<file path="src/rtl/restoring_divider.sv">
// restoring_divider: multi-cycle unsigned N-bit restoring divider (one quotient bit per clock).
//
// Ports:
//   clk          rising-edge clock
//   rst_n        asynchronous active-low reset
//   start        request pulse; accepted in IDLE or DONE, ignored while RUN
//   dividend     unsigned dividend, sampled with an accepted start
//   divisor      unsigned divisor, sampled with an accepted start
//   busy         high while a division is iterating
//   done         one-cycle pulse; quotient/remainder/div_by_zero updated this cycle
//   quotient     quotient of the last completed operation
//   remainder    remainder of the last completed operation
//   div_by_zero  last completed operation had a zero divisor
module restoring_divider #(
    parameter int unsigned N = 4
) (
    input  logic         clk,
    input  logic         rst_n,
    input  logic         start,
    input  logic [N-1:0] dividend,
    input  logic [N-1:0] divisor,
    output logic         busy,
    output logic         done,
    output logic [N-1:0] quotient,
    output logic [N-1:0] remainder,
    output logic         div_by_zero
);

    localparam int unsigned CW = $clog2(N + 1);

    typedef enum logic [1:0] {
        IDLE = 2'd0,
        RUN  = 2'd1,
        DONE = 2'd2
    } state_t;

    state_t        state, state_nxt;
    logic [N-1:0]  q, q_nxt;
    // After every restore R < D, so the top bit of the N+1-bit working
    // remainder is always zero between iterations; only N bits are stored.
    logic [N-1:0]  r, r_nxt;
    logic [N-1:0]  d, d_nxt;
    logic [CW-1:0] cnt, cnt_nxt;
    logic [N-1:0]  quo_nxt, rem_nxt;
    logic          dbz_nxt;
    logic          busy_nxt, done_nxt;
    logic [N:0]    r_sh;
    logic [N:0]    trial;

    // State and datapath registers.
    always_ff @(posedge clk or negedge rst_n) begin
        if (!rst_n) begin
            state       <= IDLE;
            q           <= '0;
            r           <= '0;
            d           <= '0;
            cnt         <= '0;
            busy        <= 1'b0;
            done        <= 1'b0;
            quotient    <= '0;
            remainder   <= '0;
            div_by_zero <= 1'b0;
        end else begin
            state       <= state_nxt;
            q           <= q_nxt;
            r           <= r_nxt;
            d           <= d_nxt;
            cnt         <= cnt_nxt;
            busy        <= busy_nxt;
            done        <= done_nxt;
            quotient    <= quo_nxt;
            remainder   <= rem_nxt;
            div_by_zero <= dbz_nxt;
        end
    end

    // Next-state, iteration and result logic.
    always_comb begin
        state_nxt = state;
        q_nxt     = q;
        r_nxt     = r;
        d_nxt     = d;
        cnt_nxt   = cnt;
        quo_nxt   = quotient;
        rem_nxt   = remainder;
        dbz_nxt   = div_by_zero;

        // Shift the next dividend bit into R, then trial-subtract D.
        r_sh  = {r, q[N-1]};
        trial = r_sh - {1'b0, d};

        unique case (state)
            IDLE, DONE: begin
                if (state == DONE) begin
                    state_nxt = IDLE;
                end
                if (start) begin
                    q_nxt   = dividend;
                    r_nxt   = '0;
                    d_nxt   = divisor;
                    cnt_nxt = CW'(N);
                    if (divisor == '0) begin
                        state_nxt = DONE;
                        quo_nxt   = '1;
                        rem_nxt   = dividend;
                        dbz_nxt   = 1'b1;
                    end else begin
                        state_nxt = RUN;
                    end
                end
            end
            RUN: begin
                // A negative trial (borrow in bit N) restores the shifted R.
                r_nxt   = trial[N] ? r_sh[N-1:0] : trial[N-1:0];
                q_nxt   = {q[N-2:0], ~trial[N]};
                cnt_nxt = cnt - CW'(1);
                if (cnt == CW'(1)) begin
                    state_nxt = DONE;
                    quo_nxt   = q_nxt;
                    rem_nxt   = r_nxt;
                    dbz_nxt   = 1'b0;
                end
            end
            default: begin
                state_nxt = IDLE;
            end
        endcase

        busy_nxt = (state_nxt == RUN);
        done_nxt = (state_nxt == DONE);
    end

endmodule

</file>
<file path="config.mk">
export PLATFORM = sky130hd
export DESIGN_NAME = restoring_divider
export DESIGN_NICKNAME = d
export VERILOG_FILES = /design/src/rtl/restoring_divider.sv
export SDC_FILE = /design/constraint.sdc
export NUM_CORES = 1
export LEC_CHECK = 0
export ABC_CLOCK_PERIOD_IN_PS = 2750
export CAP_MARGIN = 5
export CELL_PAD_IN_SITES_DETAIL_PLACEMENT = 1
export CELL_PAD_IN_SITES_GLOBAL_PLACEMENT = 1
export CORE_MARGIN = 5
export CORE_UTILIZATION = 35
export CTS_CLUSTER_SIZE = 30
export DETAILED_ROUTE_END_ITERATION = 12
export PLACE_DENSITY = 0.68
export SLEW_MARGIN = 25
export SYNTH_ARGS = -nofsm -noshare
export SYNTH_HDL_FRONTEND = slang
export SYNTH_SLANG_ARGS = --single-unit
</file>
<file path="constraint.sdc">
create_clock -name clk -period 2.75 [get_ports clk]
set_clock_uncertainty 0.1 [all_clocks]
set_input_delay 0.55 -clock clk [delete_from_list [all_inputs] [get_ports clk]]
set_output_delay 0.55 -clock clk [all_outputs]
set_load 0.01 [all_outputs]
</file>
[After elaboration in Yosys (flattened, before gate mapping)]
Cells that the tools add are included.
Cells by class
  $add $sub $neg: 2
  eq/ne operators: 8
  muxes and demuxes: 24
  bitwise gates (word level): 1
  reduce and logical (&&, ||, !) cells: 7
Operators by type and width (number)
  4-bit 2-to-1 mux: 9
  4-bit one-hot mux with 2 select lines: 4
  2-bit 2-to-1 mux: 4
  2-bit != test (second input constant): 3
  3-bit one-hot mux with 2 select lines: 1
  5-bit by 4-bit subtractor with 5-bit output: 1
  2-bit by 1-bit == test with 1-bit output (second input constant): 2
  2-bit == test (second input constant): 2
  4-bit logical NOT: 1
  2-bit one-hot mux with 2 select lines: 1
  2-bit AND reduction: 2
  4-bit AND reduction: 1
  3-bit by 1-bit == test with 1-bit output (second input constant): 1
  1-bit 2-to-1 mux: 3
  3-bit 2-to-1 mux: 1
  3-bit by 1-bit subtractor with 3-bit output (second input constant): 1
  2-bit logical NOT: 1
  1-bit one-hot mux with 2 select lines: 1
  2-bit nonzero test: 1
  2-bit OR reduction: 1
  1-bit NOT: 1
Word-level totals
  flip-flop bits (word level): 28
  input port bits: 11
  output and inout bits: 11
  word-level logic and storage cells: 52

[Logic depth before layout (Yosys ltp)]
  word-level depth: 5
  mapped depth: 8
  mapped depth without buffers: 8

[Worst setup path after synthesis]
Ideal clock, no wire load.
  kind: register -> register
  from: register q[3]
  to: register remainder[2]
  library setup time: 0.133 ns
  arrival: 1.866 ns
  data required time: 2.517 ns
  setup slack: 0.651 ns
  stages on the path, launching flop included: 9
  buffers on the path: 0
  period minus slack after synthesis: 2.099 ns
  path through: dfrtp_1 inv_1 ha_1 fa_1 nand2b_2 a21oi_4 nor2_1 a2111oi_1 a21oi_1
On the way
  word-level cells in the longest chain between the ends: 4
Ends and longest elaborated chain
  from (decl): RTL line 38  | logic [N-1:0] q, q_nxt;
  from (signal assigned): RTL line 65  | q <= q_nxt;
  5-bit by 4-bit subtractor with 5-bit output: RTL line 90  | trial = r_sh - {1'b0, d};
  4-bit 2-to-1 mux: RTL line 114  | r_nxt = trial[N] ? r_sh[N-1:0] : trial[N-1:0];
  4-bit 2-to-1 mux: RTL line 117  | if (cnt == CW'(1)) begin
  4-bit one-hot mux with 2 select lines: RTL line 92  | unique case (state)
  to (signal assigned): RTL line 72  | remainder <= rem_nxt;
  to (decl): RTL line 25  | output logic [N-1:0] remainder,
No other way between the ends. The select of a mux whose other input is x is not followed.
A chain may end at the register's enable or synchronous reset.

[Worst setup path after layout]
Ends and elaborated chain as after synthesis.

==> qor.txt <==
Outcome = completed
Synth Flop Type = dfrtp_1
Worst hold start = cnt[2]
Total GRT Usage = 15.39%
Drc violations = 0
PortBufs = 21
Layout cells sized above 1 = 7.955%
Setup tns final = 0 ns
Via count = 1183
Leakage = 0.7887 nW
Syn Inst Count = 153
Initial antenna violation count = 0
Worst EP required = 2.81 ns
Final worst-path cycle share = 85.40%
Root Driver = clkbuf_8
CTS max path bufs = 2
RSZ-0062 raised after global routing = false
Inserted Diodes = 0
Cell Area, Synth = 1444 um2
Hold path cells = 1
Final Power = 2.436 mW
Final instance area = 1789 um2
EDFF count, synth = 0
Worst hold-check path type = flop to flop
First-pass DRT Iterations = 4
Vias in the first global route = 1315
Pwr dens = 1362 nW/um2
Worst VDD drop = 0.0004388 V
Slew HR = 62.34%
DR vias/cell = 5.235
Pin count of the biggest net entering global routing = 29
IO Pins = 22
Met1 Routed Length = 1.659 mm
Post-synthesis sequential area ratio = 48.53%
Synth-to-layout area growth = 23.92%
Cell Rows = 23
Die W = 74.23 um
Worst Tran Pin Value = 0.5628 ns
Crit path max fanout = 8
Final setup fails = 0
Nets = 195
Final wirelength = 3.771 mm
Final worst setup slack = 0.4015 ns
Cts repair resizes = 0
CP Launch Type = flop
Non-Filler Instances = 226
Crit path kind = flop to flop
Ys Warns = 0
Total grt overflow = 0
Initial core utilization = 36.10%
RePlAce Congestion = 0.7592
Max Slew Vio Count = 0
Max Clock Freq = 425.8 MHz
Antenna viol nets, final = 0
Worst hold slack = 0.3924 ns
Tmin final = 2.349 ns
Number of setup buffers added after CTS = 0
Cts bufs inserted = 3
Clock-pin slew on the worst setup and hold paths = 0.10 ns
Cts hold-fix bufs = 0
CP Launch Point = q[3]
Clk_lat worst skew = 0.28 ns
Syn nets = 171
DR WL/cell = 16.69 um
WL met3 = 152 um
Setup WS pre-CTS = 0.3928 ns
H-tree depth = 1
Syn_area_per_cell = 9.437 um2
Wire length of the first global-routing pass = 6.520 mm
Overall die area = 5510 um2
Routed wire length on met2 = 1.897 mm
# placed instances = 222
DRT iter0 DRCs = 15
Max Cap Viol = 0
WP data arrival = 2.41 ns
Clock tree sinks = 28
Max layer used = met4
Die Height = 74.23 um
Worst r2r src = q[3]
Hpwl dp = 2.812 mm
Fin. Hold Viols = 0
R2R cell count = 8
CP Capture Type = flop
Finished Core Util = 44.73%
Async SR Flop Fraction = 100.0%
Std-Cell Core Area = 4000 um2
CTS tree = built
Seq cells post-synth = 28
Post-Place Cell Area = 1718 um2
Number of library cell types mapped by synthesis = 36
## state kept, by name (all words and copies together) (netlist names)
register / cells
d: 4
q: 4
quotient: 4
r: 4
remainder: 4
cnt: 3
state: 2
busy: 1
div_by_zero: 1
done: 1
## final cells by class
class                           instances  area [um2]
Fill cell                             463        2211
Sequential cell                        28       700.7
Multi-Input combinational cell        112       688.2
Timing Repair Buffer                   25       240.2
Tap cell                               50       62.56
Clock buffer                            3       41.29
Clock inverter                          1       30.03
Inverter                                7       26.28
## power by group
group | switching [mW] | internal, mW
clock | 0.137 | 0.195
sequential | 0.148 | 0.609
combinational | 0.738 | 0.609
## worst max-delay path, stage by stage (launching register included)
cell and delay [ns]:
dfrtp_1 0.41, inv_1 0.06, ha_1 0.22, fa_1 0.39, nand2b_2 0.21, a21oi_4 0.25, nor2_1 0.11, a2111oi_1 0.35
a21oi_1 0.12
## cells in the mapped netlist, types with 3 or more instances
library cell | number | area share, %
dfrtp_1 | 28 | 49
nand2_1 | 25 | 6.5
nor2_1 | 18 | 4.7
o21ai_0 | 9 | 3.1
a21oi_1 | 7 | 2.4
inv_1 | 7 | 1.8
a31oi_1 | 6 | 2.6
ha_1 | 6 | 5.2
nand2b_1 | 6 | 2.6
nand3_1 | 4 | 1.4
clkbuf_1 | 3 | 0.78
## worst paths after layout
| kind | to | slack (ns) |
|---|---|---|
| setup / recovery | remainder[2] | 0.40 |
| hold / removal | cnt[2] | 0.39 |
| setup reg to reg | remainder[2] | 0.40 |
| hold reg to reg | cnt[2] | 0.39 |
| max in group asynchronous | remainder[2] | 1.73 |
| min in group asynchronous | d[3] | 0.54 |
## metal layers
| metal | vias to the layer above | track usage [%] |
|---|---|---|
| met2 | 21 | 27.26 |
| met3 | 7 | 2.973 |
| met1 | 587 | 18.99 |
| met4 | 0 | 4.545 |
| met5 | - | 0 |
| li1 | 568 | - |
## kinds of logic (layout without fill, tap and decap cells)
family | count (synthesis) | after routing | share of synthesized area [%]
simple gates | 69 | 69 | 24.00
compound gates | 32 | 32 | 14.56
flops | 28 | 28 | 48.53
buf+inv | 13 | 36 | 3.813
fa+ha+maj | 7 | 7 | 6.586
xor+xnor | 3 | 3 | 1.820
mux | 1 | 1 | 0.6933
## cells in the final DEF (no fill, tap or decap), types with 2 or more instances in the layout
cell type and count:
dfrtp_1 28, nand2_1 25, clkdlybuf4s50_1 21, nor2_1 18
o21ai_0 9, inv_1 7, a21oi_1 7, nand2b_1 6
a31oi_1 6, ha_1 6, nand3_1 4, buf_4 4
clkbuf_8 3, nor2b_1 2, o22ai_1 2, xnor2_1 2
nand3b_1 2, nor3_1 2, and3_1 2, a211o_1 2
a41oi_1 2
Note: power is estimated with default switching activity, not from simulation.
